==> config.mk <==
export PLATFORM = sky130hd
export DESIGN_NAME = mac_requant
export DESIGN_NICKNAME = d
export VERILOG_FILES = /design/src/rtl/dnn_pkg.sv /design/src/rtl/requant_sat.sv /design/src/rtl/mac_requant.sv
export SDC_FILE = /design/constraint.sdc
export NUM_CORES = 1
export LEC_CHECK = 0
export CAP_MARGIN = 40
export CORE_ASPECT_RATIO = 1.25
export CORE_MARGIN = 2
export CORE_UTILIZATION = 63
export DETAILED_ROUTE_END_ITERATION = 8
export PLACE_DENSITY_LB_ADDON = 0.25
export REMOVE_ABC_BUFFERS = 1
export SLEW_MARGIN = 10
export SYNTH_ARGS = -nofsm -noshare
export SYNTH_HDL_FRONTEND = slang
export SYNTH_SLANG_ARGS = --single-unit
==> constraint.sdc <==
create_clock -name clk -period 5.4 [get_ports clk]
set_input_delay 0.54 -clock clk [delete_from_list [all_inputs] [get_ports clk]]
set_output_delay 0.54 -clock clk [all_outputs]
set_load 0.01 [all_outputs]
==> src/rtl/dnn_pkg.sv <==
// Shared defaults and FSM state encoding for the MAC/requantize datapath.
package dnn_pkg;
   localparam int ACC_W_DEF   = 24;
   localparam int MAX_LEN_DEF = 256;
   localparam int OUT_GAP_DEF = 4;

   typedef enum logic [2:0] {
      S_IDLE,
      S_ACCUM,
      S_ROUND,
      S_OUT,
      S_GAP
   } state_e;
endpackage

==> src/rtl/requant_sat.sv <==
// Round-half-up arithmetic right shift of the accumulator, then clamp to int8.
module requant_sat
   import dnn_pkg::*;
#(
   parameter int ACC_W = ACC_W_DEF
) (
   input  logic signed [ACC_W-1:0] acc_i,
   input  logic        [3:0]       shift_i,
   output logic        [7:0]       data_o,
   output logic                    sat_o
);
   localparam logic signed [ACC_W:0] SAT_HI = (ACC_W+1)'(127);
   localparam logic signed [ACC_W:0] SAT_LO = (ACC_W+1)'(-128);

   logic        [ACC_W:0] rnd;
   logic signed [ACC_W:0] sum;
   logic signed [ACC_W:0] r;

   // One extra bit keeps the rounding add from wrapping near full scale.
   always_comb begin
      rnd = ({{ACC_W{1'b0}}, 1'b1} << shift_i) >> 1;
      sum = $signed({acc_i[ACC_W-1], acc_i}) + $signed(rnd);
      r   = sum >>> shift_i;
      if (r > SAT_HI) begin
         data_o = 8'h7F;
         sat_o  = 1'b1;
      end else if (r < SAT_LO) begin
         data_o = 8'h80;
         sat_o  = 1'b1;
      end else begin
         data_o = r[7:0];
         sat_o  = 1'b0;
      end
   end
endmodule

==> src/rtl/mac_requant.sv <==
// Streaming int8 dot product with bias, requantize to int8, paced output.
//
// state   | meaning
// IDLE    | waiting for first beat of a vector
// ACCUM   | accumulating further beats
// ROUND   | one cycle: requantize the finished sum
// OUT     | valid_out pulse
// GAP     | hold off new input so the downstream stage can drain
module mac_requant
   import dnn_pkg::*;
#(
   parameter int ACC_W   = ACC_W_DEF,
   parameter int MAX_LEN = MAX_LEN_DEF,
   parameter int OUT_GAP = OUT_GAP_DEF
) (
   input  logic        clk,
   input  logic        rst_n,
   input  logic        valid_in,
   input  logic        last_in,
   input  logic [7:0]  act_in,
   input  logic [7:0]  wgt_in,
   input  logic [15:0] bias_in,
   input  logic [3:0]  shift_in,
   output logic        ready_out,
   output logic        valid_out,
   output logic [7:0]  data_out,
   output logic        sat_out,
   output logic        len_err_out
);
   localparam int CNT_W = $clog2(MAX_LEN + 1);

   state_e                   state_q, state_d;
   logic signed [ACC_W-1:0]  acc_q, acc_d;
   logic        [CNT_W-1:0]  cnt_q, cnt_d;
   logic        [3:0]        shift_q, shift_d;
   logic        [3:0]        gap_q, gap_d;
   logic        [7:0]        data_q, data_d;
   logic                     sat_q, sat_d;
   logic                     valid_q, valid_d;
   logic                     len_err_q, len_err_d;

   logic signed [15:0]       prod;
   logic signed [ACC_W-1:0]  prod_ext;
   logic signed [ACC_W-1:0]  bias_ext;
   logic        [CNT_W-1:0]  cnt_inc;
   logic                     accept;
   logic        [7:0]        rq_data;
   logic                     rq_sat;

   assign prod      = $signed(act_in) * $signed(wgt_in);
   assign prod_ext  = ACC_W'(prod);
   assign bias_ext  = ACC_W'($signed(bias_in));
   assign cnt_inc   = cnt_q + CNT_W'(1);
   assign ready_out = (state_q == S_IDLE) || (state_q == S_ACCUM);
   assign accept    = valid_in && ready_out;

   requant_sat #(.ACC_W(ACC_W)) u_requant_sat (
      .acc_i   (acc_q),
      .shift_i (shift_q),
      .data_o  (rq_data),
      .sat_o   (rq_sat)
   );

   always_comb begin
      state_d   = state_q;
      acc_d     = acc_q;
      cnt_d     = cnt_q;
      shift_d   = shift_q;
      gap_d     = gap_q;
      data_d    = data_q;
      sat_d     = sat_q;
      valid_d   = 1'b0;
      len_err_d = 1'b0;
      case (state_q)
         S_IDLE: if (accept) begin
            acc_d   = bias_ext + prod_ext;
            cnt_d   = CNT_W'(1);
            shift_d = shift_in;
            state_d = last_in ? S_ROUND : S_ACCUM;
         end
         S_ACCUM: if (accept) begin
            acc_d = acc_q + prod_ext;
            cnt_d = cnt_inc;
            if (last_in) begin
               state_d = S_ROUND;
            end else if (cnt_inc == CNT_W'(MAX_LEN)) begin
               state_d   = S_ROUND;
               len_err_d = 1'b1;
            end
         end
         S_ROUND: begin
            data_d  = rq_data;
            sat_d   = rq_sat;
            valid_d = 1'b1;
            state_d = S_OUT;
         end
         S_OUT: begin
            gap_d   = 4'(OUT_GAP - 1);
            state_d = S_GAP;
         end
         S_GAP: begin
            if (gap_q <= 4'd1) begin
               gap_d   = 4'd0;
               state_d = S_IDLE;
            end else begin
               gap_d = gap_q - 4'd1;
            end
         end
         default: state_d = S_IDLE;
      endcase
   end

   always_ff @(posedge clk or negedge rst_n) begin
      if (!rst_n) begin
         state_q   <= S_IDLE;
         acc_q     <= '0;
         cnt_q     <= '0;
         shift_q   <= '0;
         gap_q     <= '0;
         data_q    <= '0;
         sat_q     <= 1'b0;
         valid_q   <= 1'b0;
         len_err_q <= 1'b0;
      end else begin
         state_q   <= state_d;
         acc_q     <= acc_d;
         cnt_q     <= cnt_d;
         shift_q   <= shift_d;
         gap_q     <= gap_d;
         data_q    <= data_d;
         sat_q     <= sat_d;
         valid_q   <= valid_d;
         len_err_q <= len_err_d;
      end
   end

   assign valid_out   = valid_q;
   assign data_out    = data_q;
   assign sat_out     = sat_q;
   assign len_err_out = len_err_q;
endmodule
==> out/metrics.sh <==
FIN_NETS=1602
YS_SEQ_AREA_FRAC=0.142
SYNTHCELLS=1230
CLKTRANSATPATHREGS_NS=0.08
YS_DOMINANT_REG_CELL='dfrtp_1'
RSZ0062_AT_GRT='true'
PORT-BUFFER-COUNT=51
INITIAL_UTILIZATION=0.645
VIOLATIONS='setup timing'
PATH_MAX_FANOUT=6
DRT-WIRELENGTH-PER-CELL_UM=22.5
CLK-INSERTION-DELAY-LATE_NS=0.31
CPMAXSTAGEDELAYCELL='fa_1'
DIE_W_UM=115
YS_TYPES=78
VIAS_PER_CELL=6.84
GRT_PASS1_VIAS=10600
TOTALNEGATIVESETUPSLACK_NS=-11.98
POSTROUTEWIRELENGTH_MM=36.0
FINALWORSTPATHREQUIREDPERIOD_NS=6.86
FLOORPLAN.DIE.HEIGHT_UM=143
LEADING_CELL_TYPES_IN_THE_LAYOUT_FILL_AND_TAPS_EXCLUDED='162 x buf_4, 123 x nand2_1, 100 x inv_1'
SYNTH.FF_LATCH_COUNT=55
CP_SLOWEST_STAGE_DELAY_NS=0.55
FINAL_CELLS=1600
MAX_SLEW.WORST_PIN.SLEW_NS=0.763
SYNTH-ASYNC-RESET-RATIO=1.00
OUTCOME='finished with violations'
TIMING_HOLD_VIOLATIONS_FINAL=0
GLOBAL_ROUTE_WIRE_LENGTH_BEFORE_REPAIR_MM=51.5
FINAL-MAX-SLEW-VIOLATION-COUNT=0
GR-USAGE-ALL-LAYERS=0.394
ROUTED-VIA-COUNT=10900
DETAIL_ROUTE.DRC_VIOLATIONS=0
MAXSLEWHEADROOM=0.485
SETUP_VIOL_COUNT_FINAL=14
SYN_AVG_CELL_AREA_UM2=7.88
CP-START-KIND='input pin'
NUM_ROWS=50
PLACE_HPWL_MM=22.3
DPL.CELL_COUNT=1566
NUMBER_OF_ANTENNA_VIOLATIONS_AT_THE_FIRST_CHECK_IN_GLOBAL_ROUTING=1
YS.WARNINGS.COUNT=0
TIMING.MAX_CAP.VIOLATIONS=0
CTS.SINKS=55
CTS_MADE_BUFFERS=5
TIMING.CRITICAL_PATH.ARRIVAL_NS=7.05
SYNTH_EDF_COUNT=0
CTS-HTREE-LEVELS=2
WORSTSETUPPATHTYPE='input pin to flop'
ROOT_BUFFER_CELL='clkbuf_16'
SYNTH.CELL_AREA_UM2=9690
SYN2LAYOUT_AREA_GROWTH_PCT=27.1
ROUTER_ITERATIONS_BEFORE_ANTENNA_REPAIR=5
TRITONCTS='done'
CTS_BUFFER_DEPTH=2
WORSTSETUPENDPOINTTYPE='flop'
GRT_START_MAX_NET_PINS=58
FIN_WORST_HOLD_SLACK_NS=0.355
OVERFLOW=0
CORE-AREA_UM2=15000
PLACEMENT.SETUP.WORST_SLACK_NS=-2.24
HOLD_CLASS='input pin to asynchronous set/reset pin'
PERIOD_SHARE=1.27
INITIALDRTVIOLATIONCOUNT=1241
FINAL.SETUP_SKEW_NS=0.0163
FINAL_COMMON_CELL='buf_4'
FINALWORSTSETUPSLACK_NS=-1.46
DETAIL-ROUTE-ANTENNA-NETS=0
TOP_LEVEL_PORTS=52
POSTCTSHOLDBUFS=0
FLOORPLAN.DIE_AREA_UM2=16400
LAYOUT_CELLS_SIZED_ABOVE_1=0.239
FMAX_MHz=146
GLOBALPLACE.CONGESTION=1.01
CRIT_REQUIRED_NS=5.59
## flip-flops by register name (all words and copies together) (netlist names)
signal       cells
acc_q           24
cnt_q            9
data_out         8
gap_q            4
len_err_out      1
sat_out          1
shift_q          4
state_q          3
valid_out        1
## synth_stat cells (4+ instances only)
cell type,n,share of area
nand2_1,124,0.048
inv_1,118,0.046
a21oi_1,87,0.045
ha_1,87,0.11
nor2_1,78,0.030
o21ai_0,76,0.039
fa_1,58,0.12
and2_1,57,0.037
dfrtp_1,55,0.14
xnor2_1,43,0.039
clkbuf_1,39,0.015
mux2i_1,26,0.027
nand3_1,25,0.013
a21o_1,23,0.018
a211oi_1,22,0.017
xor2_1,22,0.020
nor3_1,20,0.010
and3_1,16,0.010
o211ai_1,15,0.012
a31oi_1,14,0.0090
nor2b_1,14,0.0090
o21bai_1,14,0.011
nand4_1,13,0.0084
nand2b_1,11,0.0071
o31ai_1,11,0.0085
a211o_1,9,0.0081
a221o_1,9,0.0093
o2111ai_1,8,0.0072
o21a_1,8,0.0062
buf_1,7,0.0027
nor4_1,7,0.0045
a311oi_1,6,0.0054
buf_2,6,0.0031
or2_2,6,0.0039
or3_1,6,0.0039
a2111oi_0,5,0.0045
and4_1,5,0.0045
a221oi_1,4,0.0036
a31o_2,4,0.0036
o21ai_1,4,0.0021
o221ai_1,4,0.0036
o311ai_0,4,0.0036
## cell families (layout without fill, tap and decap cells)
logic type | Yosys count | after routing | synth area share
xor+xnor | 65 | 65 | 0.0587
other cells | 0 | 1 | 0
mux | 30 | 30 | 0.0338
compound gates | 369 | 369 | 0.262
flops | 55 | 55 | 0.142
simple gates | 395 | 395 | 0.204
buf+inv | 171 | 358 | 0.0670
fa+ha+maj | 145 | 145 | 0.232
## through the flow
stage                      util  area [um^2]
after floorplan               -         9490
after global placement    0.759        11400
after detailed placement  0.759        11400
after CTS                 0.798        12000
after global routing      0.820        12300
final                     0.820        12300
## final timing paths
kind	depth (start not counted)	slack, ns	startpoint	to
max	34	-1.46	act_in[1]	acc_q[23]$_DFFE_PN0P_
min	2	0.35	rst_n	gap_q[2]$_DFFE_PN0P_
max reg2reg	20	0.27	shift_q[3]$_DFFE_PN0P_	data_out[1]$_DFFE_PN0P_
min reg2reg	2	0.48	data_out[7]$_DFFE_PN0P_	data_out[7]$_DFFE_PN0P_
max in group asynchronous	2	4.52	rst_n	data_out[7]$_DFFE_PN0P_
min in group clk	2	0.48	data_out[7]$_DFFE_PN0P_	data_out[7]$_DFFE_PN0P_
## worst max-delay path: cells and delay by family
family	cells	cell delay, ns
AOI/OAI and AO/OA	13	2.16
buffers and inverters	5	0.56
xor gates and xnor gates	2	0.31
and+or+nand+nor	8	1.01
adders and majority gates	6	2.45
## final cells by class
cell class,instances,area [um^2]
Multi-Input combinational cell,1004,8210
Fill cell,886,2700
Timing Repair Buffer,232,1920
Sequential cell,55,1380
Inverter,119,449
Tap cell,182,228
Clock buffer,5,125
Clock inverter,2,16.3
Antenna cell,1,2.50
## metal layers
layer  share of wire  track usage  up-vias
met5               0            0        -
met4           0.094        0.237        0
met3           0.080       0.0501      283
met2            0.49        0.724      729
met1            0.34        0.425     5157
li1                -            -     4778
## timing repair
action | in CTS | in global routing
pin swaps | 85 | 51
resized for setup | 158 | 67
setup buffers | 21 | 7
setup endpoints to repair | 15 | 22
Power is not shown: default switching activity piles up to over one toggle a cycle in this logic, so the estimate is an artifact.
